$ cat src/rtl/uart_cmd_ctrl.sv
// Command-frame sequencer between the UART byte receiver and the SDRAM front end.
// Parses header/command/payload frames, feeds the write FIFO and issues SDRAM triggers.
module uart_cmd_ctrl #(
    parameter logic [7:0]  HDR_BYTE = 8'h55,
    parameter logic [7:0]  CMD_WR   = 8'hAA,
    parameter logic [7:0]  CMD_RD   = 8'h5A,
    parameter int unsigned WR_LEN   = 4,
    parameter int unsigned TIMEOUT  = 52080
) (
    input  logic       s_clk,
    input  logic       s_rst_n,
    input  logic [7:0] rx_data,
    input  logic       rx_flag,
    input  logic       sdram_busy,
    output logic       wfifo_wr_en,
    output logic [7:0] wfifo_wr_data,
    output logic       wfifo_clr,
    output logic       wr_trig,
    output logic       rd_trig,
    output logic       frame_err,
    output logic       busy
);

    typedef enum logic [1:0] {
        IDLE,
        CMD,
        DATA,
        ISSUE
    } state_t;

    localparam logic [16:0] TO_LAST  = 17'(TIMEOUT - 1);
    localparam logic [7:0]  LEN_LAST = 8'(WR_LEN - 1);

    state_t      state, state_nx;
    logic [7:0]  byte_cnt, byte_cnt_nx;
    logic [16:0] to_cnt, to_cnt_nx;
    logic        pend_wr, pend_wr_nx;
    logic        to_expired;

    logic        wr_en_nx;
    logic [7:0]  wr_data_nx;
    logic        clr_nx;
    logic        wr_trig_nx;
    logic        rd_trig_nx;
    logic        err_nx;

    assign to_expired = (to_cnt == TO_LAST);

    always_comb begin
        state_nx    = state;
        byte_cnt_nx = byte_cnt;
        to_cnt_nx   = to_cnt;
        pend_wr_nx  = pend_wr;
        wr_en_nx    = 1'b0;
        wr_data_nx  = wfifo_wr_data;
        clr_nx      = 1'b0;
        wr_trig_nx  = 1'b0;
        rd_trig_nx  = 1'b0;
        err_nx      = 1'b0;

        case (state)
            IDLE: begin
                to_cnt_nx = '0;
                if (rx_flag && rx_data == HDR_BYTE) begin
                    state_nx = CMD;
                end
            end

            CMD: begin
                if (rx_flag) begin
                    to_cnt_nx = '0;
                    if (rx_data == CMD_WR) begin
                        state_nx    = DATA;
                        byte_cnt_nx = '0;
                    end else if (rx_data == CMD_RD) begin
                        state_nx   = ISSUE;
                        pend_wr_nx = 1'b0;
                    end else begin
                        state_nx = IDLE;
                        err_nx   = 1'b1;
                    end
                end else if (to_expired) begin
                    state_nx  = IDLE;
                    to_cnt_nx = '0;
                    err_nx    = 1'b1;
                end else begin
                    to_cnt_nx = to_cnt + 17'd1;
                end
            end

            DATA: begin
                // A byte landing on the expiry cycle still counts as payload.
                if (rx_flag) begin
                    to_cnt_nx   = '0;
                    wr_en_nx    = 1'b1;
                    wr_data_nx  = rx_data;
                    byte_cnt_nx = byte_cnt + 8'd1;
                    if (byte_cnt == LEN_LAST) begin
                        state_nx   = ISSUE;
                        pend_wr_nx = 1'b1;
                    end
                end else if (to_expired) begin
                    state_nx  = IDLE;
                    to_cnt_nx = '0;
                    err_nx    = 1'b1;
                    clr_nx    = 1'b1;
                end else begin
                    to_cnt_nx = to_cnt + 17'd1;
                end
            end

            ISSUE: begin
                to_cnt_nx = '0;
                if (!sdram_busy) begin
                    state_nx   = IDLE;
                    wr_trig_nx = pend_wr;
                    rd_trig_nx = !pend_wr;
                end else if (rx_flag) begin
                    err_nx = 1'b1;
                end
            end

            default: begin
                state_nx = IDLE;
            end
        endcase
    end

    always_ff @(posedge s_clk or negedge s_rst_n) begin
        if (!s_rst_n) begin
            state         <= IDLE;
            byte_cnt      <= '0;
            to_cnt        <= '0;
            pend_wr       <= 1'b0;
            wfifo_wr_en   <= 1'b0;
            wfifo_wr_data <= '0;
            wfifo_clr     <= 1'b0;
            wr_trig       <= 1'b0;
            rd_trig       <= 1'b0;
            frame_err     <= 1'b0;
            busy          <= 1'b0;
        end else begin
            state         <= state_nx;
            byte_cnt      <= byte_cnt_nx;
            to_cnt        <= to_cnt_nx;
            pend_wr       <= pend_wr_nx;
            wfifo_wr_en   <= wr_en_nx;
            wfifo_wr_data <= wr_data_nx;
            wfifo_clr     <= clr_nx;
            wr_trig       <= wr_trig_nx;
            rd_trig       <= rd_trig_nx;
            frame_err     <= err_nx;
            busy          <= (state_nx != IDLE);
        end
    end

endmodule

$ cat config.mk
export PLATFORM = sky130hd
export DESIGN_NAME = uart_cmd_ctrl
export DESIGN_NICKNAME = d
export VERILOG_FILES = /design/src/rtl/uart_cmd_ctrl.sv
export SDC_FILE = /design/constraint.sdc
export NUM_CORES = 1
export LEC_CHECK = 0
export BUFFER_PORTS_ARGS = -buffer_cell sky130_fd_sc_hd__buf_2
export CAP_MARGIN = 20
export CORE_MARGIN = 1.5
export CORE_UTILIZATION = 35
export CTS_CLUSTER_DIAMETER = 120
export DETAILED_ROUTE_END_ITERATION = 12
export HOLD_SLACK_MARGIN = 0.15
export PLACE_DENSITY = 0.62
export SETUP_SLACK_MARGIN = 0.2
export SLEW_MARGIN = 40
export SYNTH_ARGS = -nofsm -noshare
export SYNTH_HDL_FRONTEND = slang
export SYNTH_SLANG_ARGS = --single-unit
$ cat constraint.sdc
create_clock -name s_clk -period 2.65 [get_ports s_clk]
set_input_delay 0.3975 -clock s_clk [delete_from_list [all_inputs] [get_ports s_clk]]
set_output_delay 0.3975 -clock s_clk [all_outputs]
set_load 0.1 [all_outputs]
==> flow_metrics.tcl <==
set metrics [dict create \
    reg2reg_depth 6 \
    crit_chain "inv_1 -> ha_1 -> nand4_1 -> or4_4 -> a21oi_1 -> mux2_2" \
    syn_avg_cell_area_um2 10.2 \
    report.final.slew_viol_count 0 \
    final_nets 271 \
    hold_ws_ns 0.355 \
    clkPwrFrac_pct 20.1 \
    portBuffers 25 \
    async_reset_ff_share_pct 100 \
    ctsResizeCount 0 \
    final_area_mm2 0.00263 \
    synth.area.mux_share_pct 4.90 \
    peakVddDrop_v 0.000754 \
    critical_path_class "reg -> reg" \
    whs_path_depth 2 \
    antenna_found_initial 0 \
    fmax_mhz 511 \
    r2r_setup_slack_ns 0.69 \
    diodes 0 \
    hold_path_class "in -> reg" \
    netlist_top_cells_area "dfrtp_1, mux2_2, nor2_1" \
    synth_top_cell_area_share_pct 45.7 \
    synth_top_area_cell "dfrtp_1" \
    ys_warn_count 0 \
    grt_pass1_vias 1779 \
    synth-simple-area-share_pct 28.9 \
    cts_root_buf "clkbuf_8" \
    wl_per_cell_um 14.4 \
    clock_path_buffers 2 \
    tns_ns 0 \
    dieWidth_um 84.1 \
    gp_congestion 0.808 \
    syn_nets 243 \
    synth_commonest_cells "dfrtp_1, nor2_1, nand2_1" \
    dp_hpwl_um 3450 \
    internal-power_uw 1360 \
    drc 0 \
    netlist_area_mm2 0.00230 \
    synth_edf_count 0 \
    swShare_pct 47.2 \
    drtIter0Drc 128 \
    postPlaceCellArea_mm2 0.00251 \
    grt_start_max_net_pins 43 \
    synth_xor_area_share_pct 4.19 \
    reg2reg_from "state[1]" \
    drive_gt1_share_pct 22.1 \
    grt_use_total_pct 14.5 \
    drt_pass1_iterations 4 \
    cts.sinks 42 \
    drt-total-wl_um 4740 \
    clock_latency_ns 0.30 \
    multi_input_area_mm2 0.00119 \
    ys_seq_elements 42 \
    p_leak_uw 0.00109 \
    hold_violations 0 \
    setup_slack_ns 0.694 \
    core_area_mm2 0.00635 \
    final-seq-area_mm2 0.00105 \
    preCtsSetupSlack_ns 0.662 \
    slew_headroom_pct 64.9 \
    r2r-end "byte_cnt[7]" \
    grt_overflow 0 \
    via_count 1789 \
    yosys_most_used_dff "dfrtp_1" \
    setup_viol 0 \
    start_util_pct 36.2 \
    ioPinCount 26 \
    crit_path_start_kind "flip-flop" \
    synth_compound_area_share_pct 10.7 \
    period_minus_slack_ns 1.96 \
    cpMaxStageDelayCell "or4_4" \
    fill_cells 598 \
    cts_inserted_buffers 5 \
    p_per_area_mw_per_mm2 981 \
    status "finished clean" \
    worst-endpoint-required_ns 2.84 \
    timing.final.crit_share_pct 73.8 \
    clock_skew_ns 0.0104 \
    die_area_mm2 0.00707 \
    seq_power_share_pct 33.2 \
    tritoncts "built" \
    rsz0062_at_grt "no" \
    synthCells 225 \
    ys_seq_area_share_pct 45.7 \
    worstPathMaxFanout 8 \
    synthAdderAreaFrac_pct 3.26 \
    clk_pin_slew_worst_paths_ns 0.08 \
    holdPathEnd "rd_trig" \
    cp-end-kind "flip-flop" \
    synth.distinct_cells 50 \
    comb_power_share_pct 46.7 \
    slowest_delay_ns 0.44 \
    utilization_pct 41.4 \
    ant_nets 0 \
    area_growth_pct 14.4 \
    grt_pass1_wl_um 8240 \
    tightest_slew_ns 0.526 \
    holdCritStartpoint "sdram_busy" \
    synth_most_common_cell "dfrtp_1" \
    die_h_um 84.1 \
    via_per_inst 5.42 \
    h-tree-depth 2 \
    maxCapViolCount 0 \
    synth_top_family_by_area "simple AND/OR/NAND/NOR gates" \
    switching_power_uw 1220 \
    worstPathArrival_ns 2.14 \
    num_rows 29 \
]
[worst max-delay path by stage]
stage / from / endpoint / slack (ns) / depth (start not counted)
after floorplan: state[0] / byte_cnt[7] / 0.75 / 7
after global placement: rx_data[6] / byte_cnt[7] / 0.68 / 5
after detailed placement: rx_data[2] / byte_cnt[7] / 0.66 / 5
after CTS: state[1] / byte_cnt[7] / 0.69 / 6
after global routing: state[0] / byte_cnt[7] / 0.55 / 6
final: state[1] / byte_cnt[7] / 0.69 / 6
[kinds of logic (layout without fill, tap and decap cells)]
group	count (synthesis)	in the layout
DFF	42	42
adders and majority gates	6	6
buffers and inverters	14	42
and+or+nand+nor	107	107
xor gates and xnor gates	11	11
muxes	10	10
AOI/OAI and AO/OA	35	35
[power by group through the flow]
stage,logic [uW],clock network [uW],registers [uW]
floorplan,405,0,1430
global placement,1200,0,862
detailed placement,1210,0,867
CTS,1210,536,857
global route,1280,554,876
finish,1210,519,857
[timing repair]
item | 4_1_cts | 5_1_grt
setup buffers | 0 | 0
hold buffers | 1 | 0
hold endpoints to repair | 42 | 0
[metrics by stage]
| stage | total power [uW] | instances |
|---|---|---|
| after floorplan | 1840 | 225 |
| after global placement | 2060 | 322 |
| after detailed placement | 2080 | 322 |
| after CTS | 2610 | 330 |
| after global routing | 2710 | 330 |
| final | 2580 | 330 |
[cell type report]
cell class,instances,share of cell area (%)
multi-input cells,169,45.4
repair buffers,27,5.52
well taps,77,3.66
clock inverters,1,1.14
flip-flops and latches,42,40.0
inverters,8,1.14
clock buffers,6,3.14
[routing by layer]
layer / GRT usage [%] / wire length (um)
met3: 3.46 / 175
met4: 5.96 / 89
met1: 19.5 / 2330
met5: 0 / 0
met2: 22.3 / 2150
[registers in the layout (all words and copies together) (netlist names)]
signal / count
busy: 1
byte_cnt: 8
frame_err: 1
pend_wr: 1
rd_trig: 1
state: 2
to_cnt: 17
wfifo_clr: 1
wfifo_wr_data: 8
wfifo_wr_en: 1
wr_trig: 1
[critical path: cells and delay by family (launching register included)]
family	cells	cell delay, ns
buf+inv	1	0.12
mux	1	0.34
fa+ha+maj	1	0.28
compound gates	1	0.16
flops	1	0.41
simple gates	2	0.55
[placed cells by master (no fill, tap or decap), drive strengths merged, types with 4 or more instances in the layout]
cell,Yosys,final
clkbuf,5,6
inv,8,8
ha,6,6
nand3,10,10
nor4,9,9
nor3b,7,7
o21ai,7,7
or3,5,5
mux2,10,10
and3,6,6
nor2,23,23
buf,1,26
a21oi,9,9
xnor2,9,9
a31oi,4,4
or4,4,4
dfrtp,42,42
nand2,13,13
a221o,4,4
nand4,5,5
Note: power is estimated with default switching activity, not from simulation.
